--- src/rtl/net_router_switch_arbiter.sv ---
// ----------------------------------------------------------------------------
// net_router_switch_arbiter
//
// Output-port scheduler for one router output. Three input streams
// (0 = west/self, 1, 2) share the output through round-robin arbitration.
// The winning message is registered in a single-entry output buffer. This
// gives fair access and a registered timing boundary toward the output
// channel. The buffer can drain and refill in the same cycle, so sustained
// throughput is one message per cycle.
//
// Ports
//   clk          clock, all state updates on the rising edge
//   reset        asynchronous active-low reset (0 = reset)
//   istream_msg  per-input message, packed [input][bit]
//   istream_val  per-input valid
//   istream_rdy  per-input ready, at most one bit high per cycle
//   ostream_msg  buffered output message
//   ostream_val  output valid (buffer occupied)
//   ostream_rdy  downstream ready
//   grant_idx    index of the most recently accepted input, held when idle
// ----------------------------------------------------------------------------
module net_router_switch_arbiter #(
    parameter int unsigned p_msg_nbits = 44
) (
    input  logic                        clk,
    input  logic                        reset,
    input  logic [2:0][p_msg_nbits-1:0] istream_msg,
    input  logic [2:0]                  istream_val,
    output logic [2:0]                  istream_rdy,
    output logic [p_msg_nbits-1:0]      ostream_msg,
    output logic                        ostream_val,
    input  logic                        ostream_rdy,
    output logic [1:0]                  grant_idx
);

    // ------------------------------------------------------------------------
    // State
    // ------------------------------------------------------------------------
    logic                   buf_full_q, buf_full_d;
    logic [p_msg_nbits-1:0] buf_msg_q,  buf_msg_d;
    logic [1:0]             ptr_q,      ptr_d;       // highest-priority input, 0..2
    logic [1:0]             grant_idx_q, grant_idx_d;

    // ------------------------------------------------------------------------
    // Round-robin arbitration
    // ------------------------------------------------------------------------
    logic       gnt_valid;
    logic [1:0] gnt;
    logic [2:0] cand;

    // Scan ptr, ptr+1, ptr+2 (mod 3); the first valid input wins.
    always_comb begin
        gnt_valid = 1'b0;
        gnt       = 2'd0;
        cand      = 3'd0;
        for (int i = 0; i < 3; i++) begin
            cand = {1'b0, ptr_q} + 3'(i);
            if (cand >= 3'd3) begin
                cand = cand - 3'd3;
            end
            if (!gnt_valid && istream_val[cand[1:0]]) begin
                gnt_valid = 1'b1;
                gnt       = cand[1:0];
            end
        end
    end

    // ------------------------------------------------------------------------
    // Handshakes
    // ------------------------------------------------------------------------
    logic can_accept;
    logic fire;
    logic drain;

    // A full buffer can still take a new message when it is draining now.
    assign can_accept = !buf_full_q || ostream_rdy;

    // Readies are forced low while reset is asserted, even though the buffer
    // already reads empty, so no upstream handshake completes during reset.
    always_comb begin
        istream_rdy = 3'b000;
        if (reset && gnt_valid) begin
            istream_rdy[gnt] = can_accept;
        end
    end

    assign fire  = reset && gnt_valid && can_accept;
    assign drain = buf_full_q && ostream_rdy;

    // ------------------------------------------------------------------------
    // Next state
    // ------------------------------------------------------------------------
    always_comb begin
        buf_full_d  = buf_full_q;
        buf_msg_d   = buf_msg_q;
        ptr_d       = ptr_q;
        grant_idx_d = grant_idx_q;

        if (fire) begin
            // Covers both plain fill and simultaneous drain+fill.
            buf_full_d  = 1'b1;
            buf_msg_d   = istream_msg[gnt];
            grant_idx_d = gnt;
            ptr_d       = (gnt == 2'd2) ? 2'd0 : gnt + 2'd1;
        end else if (drain) begin
            buf_full_d = 1'b0;
        end
    end

    always_ff @(posedge clk or negedge reset) begin
        if (!reset) begin
            buf_full_q  <= 1'b0;
            buf_msg_q   <= '0;
            ptr_q       <= 2'd1;
            grant_idx_q <= 2'd0;
        end else begin
            buf_full_q  <= buf_full_d;
            buf_msg_q   <= buf_msg_d;
            ptr_q       <= ptr_d;
            grant_idx_q <= grant_idx_d;
        end
    end

    // ------------------------------------------------------------------------
    // Outputs
    // ------------------------------------------------------------------------
    assign ostream_val = buf_full_q;
    assign ostream_msg = buf_msg_q;
    assign grant_idx   = grant_idx_q;

    // ------------------------------------------------------------------------
    // Assertions
    // ------------------------------------------------------------------------
`ifndef SYNTHESIS
    ptr_legal_a : assert property (@(posedge clk) disable iff (!reset)
        ptr_q != 2'd3);

    rdy_onehot_a : assert property (@(posedge clk) disable iff (!reset)
        $onehot0(istream_rdy));

    rdy_needs_val_a : assert property (@(posedge clk) disable iff (!reset)
        (istream_rdy & ~istream_val) == 3'b000);

    out_hold_a : assert property (@(posedge clk) disable iff (!reset)
        (ostream_val && !ostream_rdy) |=> (ostream_val && $stable(ostream_msg)));
`endif

endmodule

--- config.mk ---
export PLATFORM = sky130hd
export DESIGN_NAME = net_router_switch_arbiter
export DESIGN_NICKNAME = d
export VERILOG_FILES = /design/src/rtl/net_router_switch_arbiter.sv
export SDC_FILE = /design/constraint.sdc
export NUM_CORES = 1
export LEC_CHECK = 0
export BUFFER_PORTS_ARGS = -buffer_cell sky130_fd_sc_hd__buf_2
export CORE_MARGIN = 1
export CORE_UTILIZATION = 44
export CTS_CLUSTER_DIAMETER = 60
export CTS_CLUSTER_SIZE = 28
export DETAILED_ROUTE_END_ITERATION = 6
export PLACE_DENSITY = 0.85
export SKIP_LAST_GASP = 1
export SYNTH_ARGS = -nofsm -noshare
export SYNTH_HDL_FRONTEND = slang
export SYNTH_SLANG_ARGS = --single-unit
--- constraint.sdc ---
create_clock -name clk -period 3.4 [get_ports clk]
set_input_delay 0.51 -clock clk [delete_from_list [all_inputs] [get_ports clk]]
set_output_delay 0.51 -clock clk [all_outputs]
set_load 0.005 [all_outputs]
==> flow_metrics.py, run 1 <==
metrics = {
    "route": {
        "firstDrtPassIters": 4,
        "routed_wl_um": 10200,
        "vias_per_cell": 5.86,
        "drc_errors": 0,
        "vias": 3567,
        "dr.first_iter.drc_count": 228,
        "wl_per_cell_um": 16.7,
        "antenna_left": 0,
    },
    "clock_tree": {
        "cts_setup_buffers": 0,
        "htreeDepth": 2,
        "cts-hold-fix-buffers": 0,
        "cts_inserted_buffers": 5,
        "clk_latency_ns": 0.30,
        "clockBufferDepth": 2,
        "cts_sinks": 49,
        "cts_tree": "yes",
        "cts_root_buf": "clkbuf_8",
        "path_clk_slew_ns": 0.09,
    },
    "grt": {
        "use_met2_pct": 46.7,
        "grt_pass1_wl_um": 15800,
        "busiest_layer": "met2",
        "grt_use_met1_pct": 31.4,
        "grt_max_degree": 51,
        "grt-ovfl-total": 0,
        "grt_usage_pct": 26.5,
        "antenna_found_initial": 0,
        "grt_util_met3_pct": 6.54,
        "grt_pass1_vias": 3375,
    },
    "floorplan": {
        "row_count": 30,
        "start_util_pct": 46.2,
        "die_h_um": 87.1,
        "io-pin-count": 188,
        "die-area_um2": 7590,
        "fp.dieW_um": 87.1,
        "core_area_um2": 6910,
    },
    "timing": {
        "timing.fmax_ghz": 0.307,
        "hold_viol_final": 0,
        "relSlewSlack_pct": 24.8,
        "whs_ns": 0.348,
        "maxSlewViolCount": 0,
        "fin_worst_skew_ns": 0.0114,
        "tns_ns": 0,
        "fin_crit_sh_pct": 95.9,
        "worst_pin_slew_ns": 1.13,
        "finalSetupViolations": 0,
        "post-route-min-period_ns": 3.26,
        "rsz0062_at_grt": "false",
    },
    "cells_and_area": {
        "drive_gt1_share_pct": 51.1,
        "syn_to_final_growth_pct": 36.3,
        "finalNetCount": 654,
        "fillers": 620,
        "multi_input_area_um2": 1830,
        "diodes": 0,
        "layout_commonest_cell": "buf_2",
        "final_cell_mix": "buf_2 (187), dfrtp_1 (48), nor3_1 (41), nand2_1 (33), nand3_1 (27)",
        "register_area_um2": 1230,
    },
    "place": {
        "dp_hpwl_um": 7050,
        "place_congestion": 0.948,
        "port_buffers": 187,
    },
    "worst_setup_path": {
        "critical_path_arrival_ns": 2.75,
        "end_kind": "output port",
        "slowest_delay_ns": 0.57,
        "path_cells": "inv_1, ha_1, nand2_1, o22ai_1, nand3_1, a31o_4, nor3_1, buf_2",
        "cp_slowest_cell": "dfstp_2",
        "start_kind": "flop",
        "worstPathRequired_ns": 2.89,
        "worstSetupPathType": "flop to output port",
        "cp_max_fo": 36,
    },
    "synthesis": {
        "synthFlopType": "dfrtp_1",
        "synth_area_per_cell_um2": 9.32,
        "synthArstFlopShare_pct": 100,
        "yosys_warnings": 0,
        "synth_cell_types": 29,
        "ys_ff_latch": 49,
        "syn-cell-area_um2": 3190,
        "syn-num-nets": 484,
        "synth_edf_count": 0,
        "seq_area_frac_synth_pct": 38.5,
        "syn_inst": 342,
    },
    "power_and_ir_drop": {
        "irDropWorstVdd_mv": 0.452,
        "p_per_area_nw_per_um2": 934,
        "p_leak_nw": 2.24,
    },
    "run_status": {
        "status": "completed",
    },
    "hold_path": {
        "hp-class": "primary input to asynchronous set/reset pin",
    },
    "flow_run": {
        "drv_cap": 0,
    },
}
## report_power, final
group          switching, mW  internal (mW)
sequential             0.165          0.884
clock                  0.191          0.240
combinational           1.36           1.22
## cells in the mapped netlist, types with 4 or more instances
master | number | share of area [%]
a221o_1 | 24 | 7.5
nor3_1 | 42 | 6.6
inv_1 | 6 | 0.71
o221a_2 | 20 | 7.1
a31o_2 | 25 | 6.9
dfrtp_1 | 48 | 38
nand3_1 | 27 | 4.2
nand2_1 | 33 | 3.9
nor2_1 | 5 | 0.59
a21o_1 | 5 | 1.2
and3_1 | 25 | 4.9
clkbuf_1 | 29 | 3.4
mux2i_1 | 23 | 7.2
buf_2 | 7 | 1.1
ha_1 | 4 | 1.6
## state kept, by name (all words and copies together) (netlist names)
name         cells
ptr_q            2
ostream_msg     44
ostream_val      1
grant_idx        2
## metal layers
metal,share of wire [%],wire length (µm)
met4,2.1,211
met2,49,4960
met5,0,0
met3,11,1070
met1,39,3930
## through the flow
stage	utilization, %	area, µm²	total power, mW	worst slack, ns	cells
finish	62.9	4350	4.06	0.141	609
detailed placement	60.8	4200	3.58	0.201	599
global route	62.9	4350	4.37	0.00175	609
global placement	60.8	4200	3.50	0.271	599
floorplan	-	3190	2.84	0.635	342
CTS	62.7	4330	4.04	0.0912	608
## final cells by class
| type | instances | area share (%) |
|---|---|---|
| repair buffers | 199 | 23.6 |
| well taps | 96 | 2.76 |
| clock buffers | 7 | 1.99 |
| flip-flops and latches | 49 | 28.2 |
| inverters | 6 | 0.518 |
| clock inverters | 1 | 0.691 |
| multi-input cells | 251 | 42.2 |
## path summary, 6_finish.rpt
kind	from	slack [ns]	end	cells past startpoint
setup / recovery	ptr_q[0]$_DFFE_PN1P_	0.14	istream_rdy[1]	8
hold / removal	reset	0.35	ostream_msg[4]$_DFFE_PN0P_	2
setup reg to reg	ptr_q[0]$_DFFE_PN1P_	0.41	ostream_msg[19]$_DFFE_PN0P_	9
hold reg to reg	grant_idx[0]$_DFFE_PN0P_	0.50	grant_idx[0]$_DFFE_PN0P_	1
max in group asynchronous	reset	2.62	ostream_msg[38]$_DFFE_PN0P_	2
min in group clk	istream_msg[92]	0.49	ostream_msg[4]$_DFFE_PN0P_	2
## cell families after synthesis
group,after synthesis,synth area share [%]
AND/OR/NAND/NOR,136,21.0
AO/OA/AOI/OAI,84,24.8
flip-flops,49,38.5
buffers and inverters,44,5.93
multiplexers,25,8.16
adder cells (fa/ha/maj),4,1.57
## repair_timing
action	CTS	global route
setup endpoints to repair	2	1
gates resized for setup	1	2
gates cloned	1	1
pin swaps	1	1
## worst max-delay path, delay by kind of cell, from the launching register on
| kind | cells | cell delay [ns] |
|---|---|---|
| buffers and inverters | 2 | 0.21 |
| flip-flops | 1 | 0.57 |
| AO/OA/AOI/OAI | 2 | 0.80 |
| AND/OR/NAND/NOR | 3 | 0.45 |
| adder cells (fa/ha/maj) | 1 | 0.42 |
Power figures use the tool's default switching activity.
==> inputs of run 2 (changes only) <==
--- a/config.mk
+++ b/config.mk
@@ -11,7 +11,7 @@
 export CTS_CLUSTER_DIAMETER = 60
 export CTS_CLUSTER_SIZE = 28
 export DETAILED_ROUTE_END_ITERATION = 6
-export PLACE_DENSITY = 0.85
+export PLACE_DENSITY = 0.78
 export SKIP_LAST_GASP = 1
 export SYNTH_ARGS = -nofsm -noshare
 export SYNTH_HDL_FRONTEND = slang
==> run 2 against run 1 <==
Net effect:
- sequential power about the same
- power decreased by 1.8%
- clock power decreased by 10%
- critical endpoint is now istream_rdy[2]
- critical path type unchanged
- worst hold slack got worse by 0.014 ns
- largest power group unchanged
- clock-buffer cell count unchanged
- register-to-register slack got worse by 0.03 ns
- combinational power decreased by 2%
- core utilization decreased by 0.34 points
- fmax decreased by 2.0%
- largest cell class unchanged
- highest routed layer unchanged
==> flow_metrics.py, run 2 (synthesis results as in run 1) <==
metrics = {
    "run_status": {
        "status": "completed",
    },
    "worst_setup_path": {
        "worstSetupPathType": "flop to output port",
        "start_kind": "flop",
        "reg2reg_from": "ptr_q[0]$_DFFE_PN1P_",
        "rr_endpoint": "ostream_msg[41]$_DFFE_PN0P_",
        "worstSetupStartpoint": "ptr_q[0]$_DFFE_PN1P_",
        "reg2reg_slack_ns": 0.38,
        "critical_path_arrival_ns": 2.82,
        "end_kind": "output port",
        "cp_max_fo": 25,
        "worstPathRequired_ns": 2.89,
        "rr_worst_depth": 7,
    },
    "timing": {
        "hold_viol_final": 0,
        "fin_crit_sh_pct": 97.8,
        "post-route-min-period_ns": 3.33,
        "maxSlewViolCount": 0,
        "finalSetupViolations": 0,
        "rsz0062_at_grt": "true",
        "fin_worst_skew_ns": 0.0116,
        "relSlewSlack_pct": 43.4,
        "worst_pin_slew_ns": 0.848,
        "timing.fmax_ghz": 0.301,
    },
    "power_and_ir_drop": {
        "irDropWorstVdd_mv": 0.440,
        "p_per_area_nw_per_um2": 922,
        "p_leak_nw": 2.24,
        "p_total_mw": 3.99,
    },
    "clock_tree": {
        "cts_inserted_buffers": 5,
        "cts_root_buf": "clkbuf_8",
        "cts_setup_buffers": 0,
        "path_clk_slew_ns": 0.10,
        "htreeDepth": 2,
        "clockBufferDepth": 2,
        "cts_tree": "yes",
        "cts_sinks": 49,
        "clk_latency_ns": 0.30,
    },
    "grt": {
        "grt_pass1_vias": 3243,
        "antenna_found_initial": 0,
        "grt_max_degree": 51,
        "grt_pass1_wl_um": 15800,
        "grt_usage_pct": 26.6,
        "grt-ovfl-total": 0,
    },
    "place": {
        "port_buffers": 187,
        "placed_area_um2": 4210,
        "dp_hpwl_um": 7530,
        "place_congestion": 0.876,
    },
    "route": {
        "firstDrtPassIters": 4,
        "dr.first_iter.drc_count": 190,
        "wl_per_cell_um": 16.7,
        "drc_errors": 0,
        "vias_per_cell": 5.66,
        "antenna_left": 0,
        "vias": 3442,
        "routed_wl_um": 10200,
    },
    "cells_and_area": {
        "final_cell_mix": "buf_2 (187), dfrtp_1 (48), nor3_1 (41), nand2_1 (33), nand3_1 (27)",
        "diodes": 0,
        "finalNetCount": 653,
        "multi_input_area_um2": 1810,
        "register_area_um2": 1230,
        "layout_commonest_cell": "buf_2",
        "largest_register_ffs": 44,
        "fin_area_um2": 4320,
        "fillers": 646,
        "fin_util_pct": 62.6,
        "syn_to_final_growth_pct": 35.6,
        "drive_gt1_share_pct": 51.0,
    },
    "flow_run": {
        "drv_cap": 0,
    },
    "floorplan": {
        "core_area_um2": 6910,
        "die_h_um": 87.1,
        "row_count": 30,
        "fp.dieW_um": 87.1,
        "start_util_pct": 46.2,
        "die-area_um2": 7590,
        "io-pin-count": 188,
    },
    "hold_path": {
        "hp-class": "primary input to asynchronous set/reset pin",
    },
}
==> run 2: changes by cell type in the layout (fill, tap and decap cells not counted) <==
cell / before / now
nor2_1: 4 / 5
nor2_2: 1 / 0
buf_4: 12 / 13
bufinv_16: 1 / 0
inv_6: 0 / 1
a21oi_2: 2 / 0
clkbuf_1: 1 / 0
clkbuf_8: 6 / 7
==> run 2: metrics by stage <==
step	setup TNS [ns]	cells	hold slack (ns)	worst slack, ns
detailed placement	0	600	0.485	0.0682
CTS	0	608	0.366	0.00892
floorplan	0	342	0.214	0.635
global placement	0	600	0.469	0.215
global route	-0.282	608	0.402	-0.115
finish	0	608	0.334	0.0743
==> run 2: cell type report <==
| cell class | instances | area share (%) |
|---|---|---|
| sequential | 49 | 28.4 |
| timing repair buffer | 200 | 23.9 |
| clock buffer | 7 | 2.23 |
| inverter | 6 | 0.521 |
| clock inverter | 1 | 0.203 |
| multi-input combinational | 249 | 42.0 |
| tap | 96 | 2.78 |
==> run 2: power breakdown <==
part           total, mW  switching (mW)  internal (mW)  leakage (nW)
clock              0.387           0.199          0.188        0.0549
combinational       2.54            1.33           1.21          1.64
sequential          1.05           0.171          0.883         0.546
total               3.99            1.70           2.29          2.24
==> run 2: worst max path at each step <==
stage / cells after the start / to / slack, ns
global placement: 9 / istream_rdy[2] / 0.21
CTS: 9 / istream_rdy[2] / 0.009
floorplan: 10 / istream_rdy[1] / 0.64
global route: 8 / istream_rdy[1] / -0.12
detailed placement: 9 / istream_rdy[2] / 0.07
finish: 9 / istream_rdy[2] / 0.07
==> run 2: worst max-delay path: stages (launching register included) <==
cell	delay [ns]
dfstp_2	0.57
inv_1	0.07
ha_1	0.40
mux2i_1	0.17
o22ai_1	0.29
nor2_1	0.17
a21oi_4	0.52
nand2_1	0.15
inv_1	0.07
buf_2	0.10
==> run 2: layer usage <==
layer | track usage (%) | part of all wire, % | vias up
met1 | 33.4 | 42 | 1607
met4 | 6.86 | 1.8 | 0
met5 | 0 | 0 | -
met2 | 47.2 | 49 | 167
met3 | 4.83 | 7.8 | 16
li1 | - | - | 1652
==> run 2: timing repair <==
| action | in CTS | in global routing |
|---|---|---|
| setup endpoints to repair | 1 | 3 |
| gates resized for setup | 1 | 1 |
| pin swaps | 1 | 0 |
| endpoints found under the hold margin | 0 | 0 |
| hold buffers | 0 | 0 |
==> inputs of run 3 (changes only) <==
--- a/config.mk
+++ b/config.mk
@@ -12,6 +12,7 @@
 export CTS_CLUSTER_SIZE = 28
 export DETAILED_ROUTE_END_ITERATION = 6
 export PLACE_DENSITY = 0.78
+export SETUP_SLACK_MARGIN = 0.3
 export SKIP_LAST_GASP = 1
 export SYNTH_ARGS = -nofsm -noshare
 export SYNTH_HDL_FRONTEND = slang
==> run 3 against run 2 <==
Net effect:
- cell area up 3.7%
- non-clock buffer count up 7
- sequential share of layout area down 1.0 points
- die area unchanged
- cell count up 1.6%
- clock-buffer cell count unchanged
- critical path type unchanged
==> flow_metrics.py, run 3 (synthesis results as in run 1) <==
metrics = {
    "floorplan": {
        "die-area_um2": 7590,
        "io-pin-count": 188,
        "fp.dieW_um": 87.1,
        "start_util_pct": 46.2,
        "core_area_um2": 6910,
        "row_count": 30,
        "die_h_um": 87.1,
    },
    "cells_and_area": {
        "diodes": 0,
        "final_cell_mix": "buf_2 (187), dfrtp_1 (48), nor3_1 (40), nand2_1 (33), nand3_1 (26)",
        "layout_commonest_cell": "buf_2",
        "finalNetCount": 663,
        "fin_util_pct": 64.9,
        "fin_area_um2": 4480,
        "drive_gt1_share_pct": 53.6,
        "syn_to_final_growth_pct": 40.6,
        "largest_register_ffs": 44,
    },
    "clock_tree": {
        "cts_inserted_buffers": 5,
        "cts-hold-fix-buffers": 0,
        "cts_tree": "yes",
        "clockBufferDepth": 2,
        "htreeDepth": 2,
        "cts_sinks": 49,
        "clk_latency_ns": 0.30,
        "cts_root_buf": "clkbuf_8",
        "path_clk_slew_ns": 0.10,
    },
    "place": {
        "place_congestion": 0.876,
        "dp_hpwl_um": 7530,
        "placed_area_um2": 4210,
        "port_buffers": 187,
    },
    "worst_setup_path": {
        "path_cells": "inv_1, ha_4, mux2i_2, o22a_1, nand3_2, a31o_4, nor3_2, buf_2",
        "start_kind": "flop",
        "end_kind": "output port",
        "cp_slowest_cell": "dfstp_2",
        "critical_path_arrival_ns": 2.48,
        "worstPathRequired_ns": 2.89,
        "worstSetupPathType": "flop to output port",
        "slowest_delay_ns": 0.58,
        "cp_max_fo": 7,
    },
    "power_and_ir_drop": {
        "p_total_mw": 4.24,
        "irDropWorstVdd_mv": 0.454,
        "power.switching_mw": 1.82,
        "p_sw_share_pct": 43.0,
        "power_frac_seq_pct": 24.9,
        "pwr-share-clk_pct": 9.2,
        "p_per_area_nw_per_um2": 947,
        "p_leak_nw": 2.29,
        "combPwrFrac_pct": 66.0,
        "p_int_mw": 2.42,
    },
    "flow_run": {
        "drv_cap": 0,
    },
    "run_status": {
        "status": "completed",
    },
    "route": {
        "routed.top_layer": "met4",
        "antenna_left": 0,
        "drc_errors": 0,
        "firstDrtPassIters": 4,
        "dr.first_iter.drc_count": 215,
        "wl_met2_um": 5510,
        "route.met3.wl_um": 923,
        "vias_per_cell": 5.75,
        "wl_per_cell_um": 17.8,
        "routed_wl_um": 11000,
        "vias": 3556,
        "drt-met1-wl_um": 4300,
    },
    "timing": {
        "hold_viol_final": 0,
        "post-route-min-period_ns": 2.99,
        "timing.fmax_ghz": 0.335,
        "rsz0062_at_grt": "false",
        "tns_ns": 0,
        "worst_pin_slew_ns": 0.830,
        "relSlewSlack_pct": 44.7,
        "finalSetupViolations": 0,
        "maxSlewViolCount": 0,
        "fin_crit_sh_pct": 87.9,
        "fin_worst_skew_ns": 0.0121,
    },
    "grt": {
        "antenna_found_initial": 0,
        "grt_max_degree": 51,
        "grt_pass1_wl_um": 16700,
        "grt-ovfl-total": 0,
        "grt_pass1_vias": 3403,
        "grt_usage_pct": 28.7,
    },
    "hold_path": {
        "hp-class": "primary input to asynchronous set/reset pin",
    },
}
run 3: critical path: cells and delay by family, from the launching register on:
kind | cells | cell delay [ns]
multiplexers | 1 | 0.24
flip-flops | 1 | 0.58
buffers and inverters | 2 | 0.23
AND/OR/NAND/NOR | 2 | 0.31
AO/OA/AOI/OAI | 2 | 0.50
adder cells (fa/ha/maj) | 1 | 0.32
run 3: metal layers:
metal	global-route usage, %	up-vias
met5	0	-
met3	5.88	23
met2	51.1	193
met1	34.0	1656
li1	-	1684
met4	11.2	0
run 3: final timing paths:
path                                                    end                      from  cells past startpoint  slack (ns)
max in group asynchronous       ostream_msg[21]$_DFFE_PN0P_                     reset                      2        2.61
worst min register to register     grant_idx[0]$_DFFE_PN0P_  grant_idx[0]$_DFFE_PN0P_                      1        0.50
worst max register to register  ostream_msg[41]$_DFFE_PN0P_      ptr_q[0]$_DFFE_PN1P_                     10        0.53
worst min-delay path               grant_idx[0]$_DFFE_PN0P_                     reset                      2        0.33
worst max-delay path                         istream_rdy[1]      ptr_q[0]$_DFFE_PN1P_                      8        0.41
min in group clk                ostream_msg[11]$_DFFE_PN0P_           istream_msg[99]                      2        0.49
run 3: layout make-up:
| type | count | area [µm²] |
|---|---|---|
| tap | 96 | 120 |
| clock buffer | 7 | 96.3 |
| fill | 631 | 2420 |
| multi-input combinational | 252 | 1920 |
| timing repair buffer | 207 | 1090 |
| inverter | 6 | 22.5 |
| sequential | 49 | 1230 |
| clock inverter | 1 | 8.76 |
run 3: power by group through the flow:
| stage | combinational [mW] | clock [mW] | sequential, mW |
|---|---|---|---|
| floorplan | 1.78 | 0 | 1.06 |
| global placement | 2.47 | 0 | 1.05 |
| detailed placement | 2.53 | 0 | 1.06 |
| CTS | 2.70 | 0.400 | 1.06 |
| global route | 3.02 | 0.425 | 1.09 |
| finish | 2.80 | 0.390 | 1.06 |
run 3: stage by stage:
stage          worst slack, ns  hold WS [ns]  std cells
2_1_floorplan            0.635         0.214        342
3_3_place_gp             0.215         0.469        600
3_5_place_dp            0.0682         0.485        600
4_1_cts                  0.241         0.366        614
5_1_grt                  0.315         0.401        618
6_report                 0.411         0.328        618
run 3: repair_timing:
item	4_1_cts	5_1_grt
pin swaps	4	3
endpoints found under the setup margin	23	3
gates cloned	3	0
setup buffers	3	4
gates resized for setup	9	7
